File: src/rtl/wrap_clkgen.sv
// Simulation clock generator: N_OUT divided clocks from i_clk with a modelled PLL lock delay.
// Per-channel enables are sampled only at period starts, so gated outputs never produce runt pulses.
//
// There is no encoded state machine. The controller has two phases, selected by o_locked.
//   phase    | meaning
//   locking  | o_locked = 0; lock_cnt counts edges; channel counters are held at 0
//   running  | o_locked = 1; channel counters wrap at D; outputs follow the gated pattern
module wrap_clkgen #(
  parameter int                         N_OUT       = 2,
  parameter int                         DIV_WIDTH   = 8,
  parameter logic [N_OUT*DIV_WIDTH-1:0] DIVS        = {8'd4, 8'd2},
  parameter int                         LOCK_CYCLES = 16
) (
  input  logic             i_clk,
  input  logic             i_rstn,
  input  logic             i_pll_rst,
  input  logic [N_OUT-1:0] i_en,
  output logic [N_OUT-1:0] o_clk,
  output logic [N_OUT-1:0] o_tick,
  output logic             o_locked
);

  localparam int LW = $clog2(LOCK_CYCLES + 1);

  if (N_OUT < 1 || N_OUT > 8) begin : g_bad_nout
    $error("wrap_clkgen: N_OUT must be 1..8");
  end
  if (LOCK_CYCLES < 1) begin : g_bad_lock
    $error("wrap_clkgen: LOCK_CYCLES must be >= 1");
  end
  for (genvar g = 0; g < N_OUT; g++) begin : g_div_chk
    if (DIVS[g*DIV_WIDTH +: DIV_WIDTH] < 2) begin : g_bad_div
      $error("wrap_clkgen: divisor of channel %0d must be >= 2", g);
    end
  end

  function automatic logic [DIV_WIDTH-1:0] div_of(input int k);
    return DIVS[k*DIV_WIDTH +: DIV_WIDTH];
  endfunction

  logic [LW-1:0]        lock_cnt;
  logic [DIV_WIDTH-1:0] cnt     [N_OUT];
  logic [DIV_WIDTH-1:0] cnt_nxt [N_OUT];
  logic [N_OUT-1:0]     en_q;
  logic [N_OUT-1:0]     en_sel;

  // The enable is re-sampled only when the counter wraps; otherwise the
  // value captured at the period start is held.
  always_comb begin
    en_sel = '0;
    for (int k = 0; k < N_OUT; k++) begin
      cnt_nxt[k] = (cnt[k] == div_of(k) - DIV_WIDTH'(1)) ? '0 : cnt[k] + DIV_WIDTH'(1);
      en_sel[k]  = (cnt_nxt[k] == '0) ? i_en[k] : en_q[k];
    end
  end

  always_ff @(posedge i_clk or negedge i_rstn) begin
    if (!i_rstn) begin
      lock_cnt <= '0;
      o_locked <= 1'b0;
      o_clk    <= '0;
      o_tick   <= '0;
      en_q     <= '0;
      for (int k = 0; k < N_OUT; k++) cnt[k] <= '0;
    end else if (i_pll_rst) begin
      lock_cnt <= '0;
      o_locked <= 1'b0;
      o_clk    <= '0;
      o_tick   <= '0;
      en_q     <= '0;
      for (int k = 0; k < N_OUT; k++) cnt[k] <= '0;
    end else if (!o_locked) begin
      if (lock_cnt == LW'(LOCK_CYCLES - 1)) begin
        // The lock edge is period start (cnt = 0) for every channel, and
        // floor(D/2) >= 1, so an enabled output goes high right here.
        lock_cnt <= LW'(LOCK_CYCLES);
        o_locked <= 1'b1;
        en_q     <= i_en;
        o_clk    <= i_en;
        o_tick   <= i_en;
        for (int k = 0; k < N_OUT; k++) cnt[k] <= '0;
      end else begin
        lock_cnt <= lock_cnt + LW'(1);
      end
    end else begin
      for (int k = 0; k < N_OUT; k++) begin
        cnt[k]    <= cnt_nxt[k];
        en_q[k]   <= en_sel[k];
        o_clk[k]  <= en_sel[k] && (cnt_nxt[k] < (div_of(k) >> 1));
        o_tick[k] <= en_sel[k] && (cnt_nxt[k] == '0);
      end
    end
  end

endmodule

File: config.mk
export PLATFORM = sky130hd
export DESIGN_NAME = wrap_clkgen
export DESIGN_NICKNAME = d
export VERILOG_FILES = /design/src/rtl/wrap_clkgen.sv
export SDC_FILE = /design/constraint.sdc
export NUM_CORES = 1
export LEC_CHECK = 0
export CORE_UTILIZATION = 46
export CTS_BUF_LIST = sky130_fd_sc_hd__clkbuf_16
export CTS_CLUSTER_DIAMETER = 40
export CTS_CLUSTER_SIZE = 10
export DETAILED_ROUTE_END_ITERATION = 12
export PLACE_DENSITY = 0.77
export SLEW_MARGIN = 0
export SYNTH_ARGS = -nofsm -noshare
export SYNTH_HDL_FRONTEND = slang
export SYNTH_SLANG_ARGS = --single-unit
File: constraint.sdc
create_clock -name i_clk -period 2.2 [get_ports i_clk]
set_clock_uncertainty 0.1 [all_clocks]
set_input_delay 0.44 -clock i_clk [delete_from_list [all_inputs] [get_ports i_clk]]
set_output_delay 0.44 -clock i_clk [all_outputs]
set_load 0.02 [all_outputs]
-- Word level (Yosys, flattened, before mapping)
Cells that the tools add are included.
- logic and storage cells: 43
- register bits after elaboration: 28
- muxes and demuxes: 20
- add/sub/neg operators: 3
- reductions and logical operators: 7
- magnitude comparators: 2
- equality and inequality tests: 4
- operator list (operator ; count):
    $mux 16 ; 3
    $add 8x1->8 const B ; 2
    $logic_not 8->1 ; 2
    $mux 8 ; 2
    $mux 5 ; 3
    $mux 2 ; 7
    $eq 8x1->1 const B ; 1
    $eq 8x2->1 const B ; 1
    $lt 8x1->1 const B ; 1
    $lt 8x2->1 const B ; 1
    $add 5x1->5 const B ; 1
    $eq 5x4->1 const B ; 1
    $mux 1 ; 5
    $logic_and 1x1->1 ; 4
    $reduce_bool 3->1 ; 1
    $ne 2x2->1 const B ; 1

-- Logic depth before layout (Yosys ltp)
Gate-level depths: netlist of run 1.
- depth in word-level cells: 7
- mapped depth: 9

-- Worst setup path before layout of run 1
Ideal clock, no wire load.
- kind: flip-flop to flip-flop
- start: register lock_cnt[0]
- end: register cnt[12] (netlist bit)
- stages on the path, launching flop included: 10
- path slack: -175 ps
- required time: 2004 ps
- setup time: 96 ps
- data arrival time: 2179 ps
- cells stage by stage: dfrtp_1 ha_1 and3_1 ha_1 clkbuf_1 or2_2 nor2_1 clkbuf_1 o21ai_0 o31ai_1
- cells in the longest elaborated chain, start to end: 2
- ends and longest elaborated chain (item ; line ; source):
    start: declaration ; 41 ; logic [LW-1:0] lock_cnt;
    start signal: assignment ; 76 ; lock_cnt <= LW'(LOCK_CYCLES);
    start signal: assignment ; 83 ; lock_cnt <= lock_cnt + LW'(1);
    $eq 5x4->1 ; 73 ; if (lock_cnt == LW'(LOCK_CYCLES - 1)) begin
    $reduce_bool 3->1 (no line) ; -- ;
    end signal: indexed assignment ; 87 ; cnt[k] <= cnt_nxt[k];
    end: declaration ; 42 ; logic [DIV_WIDTH-1:0] cnt [N_OUT];
Every way passes these cells.
A chain may end at the register's enable or synchronous reset.

-- Worst setup path after layout of run 1
- start: register cnt[6] (netlist bit)
- end: register o_clk[1]
- cells in the longest elaborated chain, start to end: 7
- elaborated cells on any way between the ends: 9
- classes of those cells: add/sub: 1; order compare: 1; eq/ne: 1; mux: 4; reduce/logical: 2
- ends and longest elaborated chain (item ; line ; source):
    $add 8x1->8 or $eq 8x2->1 (tied branches) ; 52 ; cnt_nxt[k] = (cnt[k] == div_of(k) - DIV_WIDTH'(1)) ? '0 : cnt[k] + DIV_WIDTH'(1);
    $mux 8 * ; 52 ;
    parallel branches: the longest is 2 deep, another holds $lt 8x2->1 ; -- ;
    $logic_and 1x1->1 * ; 89 ; o_clk[k] <= en_sel[k] && (cnt_nxt[k] < (div_of(k) >> 1));
    $mux 2 * ; 72 ; end else if (!o_locked) begin
    $mux 2 * ; 65 ; end else if (i_pll_rst) begin
    end signal: assignment ; 79 ; o_clk <= i_en;
    end signal: indexed assignment ; 89 ;
    end: declaration ; 18 ; output logic [N_OUT-1:0] o_clk,
Mark *: on every way between the ends.

==> results of run 1 <==
layout make-up:
| cell class | count | area [µm²] |
|---|---|---|
| fill | 274 | 1380 |
| multi-input combinational | 145 | 957 |
| sequential | 27 | 676 |
| timing repair buffer | 32 | 267 |
| clock buffer | 3 | 75.1 |
| tap | 46 | 57.6 |
| inverter | 8 | 30.0 |
| clock inverter | 1 | 3.75 |
worst reg2reg max path, stage by stage (launching register included):
cell       delay (ns)
dfrtp_1          0.39
or4_4            0.56
a2111oi_4        0.38
o211a_4          0.25
o211ai_4         0.09
a211oi_2         0.22
cell families (layout without fill, tap and decap cells):
family	count (synthesis)	after routing	synth area share [%]
muxes	4	4	2.48
AOI/OAI and AO/OA	61	61	26.6
buffers and inverters	20	44	5.04
and+or+nand+nor	73	73	21.8
adders and majority gates	5	5	3.65
xor gates and xnor gates	2	2	1.02
DFF	27	27	39.4
metrics by stage:
stage,setup slack (ns),total power [mW]
2_1_floorplan,0.0000639,0.529
3_3_place_gp,0.149,0.560
3_5_place_dp,0.0658,0.562
4_1_cts,0.0441,0.971
5_1_grt,0.0270,1.00
6_report,0.132,0.957
sequential cells by signal (all words and copies together) (netlist names):
name      flops
lock_cnt      5
o_tick        2
en_q          1
cnt          16
o_locked      1
o_clk         2
power by group through the flow:
stage	clock, mW	sequential (mW)	combinational (mW)
final	0.406	0.504	0.0466
after global routing	0.443	0.504	0.0525
after CTS	0.419	0.504	0.0480
after detailed placement	0	0.514	0.0478
after global placement	0	0.514	0.0468
after floorplan	0	0.513	0.0160
per-layer routing:
layer	wire [µm]	vias up
li1	-	765
met1	1790	723
met2	1760	41
met3	136	9
met4	74	0
met5	0	-
worst min path at each step:
stage                                        from                      end  slack, ns  depth (start not counted)
after floorplan                            i_rstn       cnt[0]$_DFFE_PN0P_       0.04                          0
after global placement    lock_cnt[2]$_DFFE_PN0P_  lock_cnt[2]$_DFFE_PN0P_       0.39                          1
after detailed placement  lock_cnt[2]$_DFFE_PN0P_  lock_cnt[2]$_DFFE_PN0P_       0.39                          1
after CTS                 lock_cnt[2]$_DFFE_PN0P_  lock_cnt[2]$_DFFE_PN0P_       0.41                          1
after global routing      lock_cnt[4]$_DFFE_PN0P_  lock_cnt[4]$_DFFE_PN0P_       0.43                          2
final                     lock_cnt[2]$_DFFE_PN0P_  lock_cnt[2]$_DFFE_PN0P_       0.40                          1
Yosys cell counts (all sizes together):
| library cell | instances |
|---|---|
| dfrtp | 27 |
| o21ai | 24 |
| nor2 | 18 |
| nand2 | 16 |
| a21oi | 9 |
| inv | 8 |
| nand3 | 8 |
| clkbuf | 7 |
| nand4 | 6 |
| o31ai | 6 |
| buf | 5 |
| ha | 5 |
| a31oi | 4 |
| and3 | 4 |
| nor3 | 4 |
| o41ai | 4 |
| nand2b | 3 |
| a211o | 2 |
| a211oi | 2 |
| a22o | 2 |
| and2 | 2 |
| mux2 | 2 |
| mux2i | 2 |
| nor2b | 2 |
| nor4 | 2 |
| or3 | 2 |
| or4 | 2 |
| xnor2 | 2 |
| a2111oi | 1 |
| a21o | 1 |
| a221o | 1 |
| and3b | 1 |
| nand4b | 1 |
| o2111a | 1 |
| o2111ai | 1 |
| o211a | 1 |
| o211ai | 1 |
| o22ai | 1 |
| or2 | 1 |
| or4b | 1 |
timing repair:
action | CTS | global route
buffers inserted | 0 | 1
endpoints found under the setup margin | 0 | 4
resized for setup | 0 | 2
==> impl_metrics.yaml, run 1 <==
run_status:
  outcome: "finished, final reports clean"
drt:
  dr.pass1.iters: 4
  drt-initial-drc-count: 84
  vias: 1538
  ant_nets: 0
  wire_per_inst_um: 14.4
  vias_per_cell: 5.87
  drc_errors: 0
  drt_wl_total_mm: 3.76
power:
  irDropWorstVdd_mv: 0.416
  p_int_mw: 0.764
  p_seq_share_pct: 52.7
  p_clk_share_pct: 42.4
  swShare_pct: 20.1
  combPwrFrac_pct: 4.9
  leakagePower_nw: 0.905
  switching_power_mw: 0.193
  powerDensity_mw_per_mm2: 463
worst_setup_path:
  cp-endpoint: "o_clk[1]$_DFFE_PN0P_"
  slowest_stage: "or4_4"
  reg2reg_setup_slack_ns: 0.13
  path_buf_inv: 0
  cp_max_fo: 5
  cp.required_ns: 2.28
  start_kind: "register"
  path_cells: "or4_4 > a2111oi_4 > o211a_4 > o211ai_4 > a211oi_2"
  crit_start: "cnt[6]$_DFFE_PN0P_"
  cp_slowest_stage_delay_ns: 0.56
  critPathTopFamily: "compound AO/OA/AOI/OAI gates"
  path_depth: 5
  path_class: "register to register"
  crit-reg2reg-launch: "cnt[6]$_DFFE_PN0P_"
  r2r_cells: 5
  end_kind: "register"
  worstReg2RegEnd: "o_clk[1]$_DFFE_PN0P_"
  worstPathArrival_ns: 2.15
placed_design:
  place_inst: 257
  io_buffers: 9
  gp_congestion: 0.857
  dp_hpwl_mm: 2.60
  dpl_cell_area_mm2: 0.00197
synthesis:
  synth_top_area_share_pct: 39.4
  syn_area_per_cell_um2: 8.92
  syn_nets: 202
  synthCells: 192
  synth_top_area_cell: "dfrtp_1"
  synthesis.area_mm2: 0.00171
  yosysWarnings: 0
  ys_top_cells_by_area: "dfrtp_1 (39%), o21ai_0 (7.0%), nor2_1 (3.9%)"
  ys_ff_latch: 27
  seq_area_frac_synth_pct: 39.4
  ys_types: 45
clocking:
  insertion_delay_ns: 0.26
  clkTransAtPathRegs_ns: 0.07
  cts.htree.levels: 1
  cts_tree: "built"
  root_buffer: "clkbuf_16"
  clock_path_buffers: 2
  postCtsHoldBufs: 0
  numCtsBuffers: 3
  cts_sinks: 27
die:
  die_area_mm2: 0.00397
  die_w_um: 63.0
  pin_count: 10
  core_mm2: 0.00344
  initial_core_util_pct: 49.8
  die_h_um: 63.0
  rows: 21
finish:
  final_area_mm2: 0.00207
  final_cell_mix: "dfrtp_1 (27), o21ai_0 (24), buf_4 (22)"
  fin_cells: 262
  syn_to_final_growth_pct: 20.6
  diodes: 0
  nets: 227
  final_common_cell: "dfrtp_1"
  drive_gt1_share_pct: 18.1
  final_util_pct: 60.0
flow_run:
  cap_viol_max_count: 0
sta:
  tightest_slew_ns: 0.429
  finalSetupViolCount: 0
  hold_viol: 0
  rsz0062_at_grt: "false"
  min_period_over_period_pct: 94.0
  timing.hold.ws_ns: 0.405
  max_freq_mhz: 484
  fin_setup_tns_ns: 0
  relSlewSlack_pct: 71.4
  fin_crit_ns: 2.07
  slew_violations: 0
grt:
  grt_first_pass_wirelength_mm: 6.79
  grt_overflow: 0
  antenna_found_initial: 0
  grtUsageTotal_pct: 21.5
  grt_max_degree: 28
  use_met2_pct: 34.9
  met3_usage_pct: 3.47
  busiest_layer: "met2"
  use_met1_pct: 28.2
  grt_pass1_vias: 1475
worst_hold_path:
  hp-class: "register to register"
(Power assumes the default switching activity.)
==> run 2: changes to the inputs <==
- SKIP_CTS_REPAIR_TIMING: not set -> 1
==> results of run 2 <==
No change in the layout: final DEF, timing and power equal those of run 1.
==> run 3: changes to the inputs <==
- GPL_ROUTABILITY_DRIVEN: not set -> 0
==> results of run 3 <==
No change in the layout: final DEF, timing and power equal those of run 1.
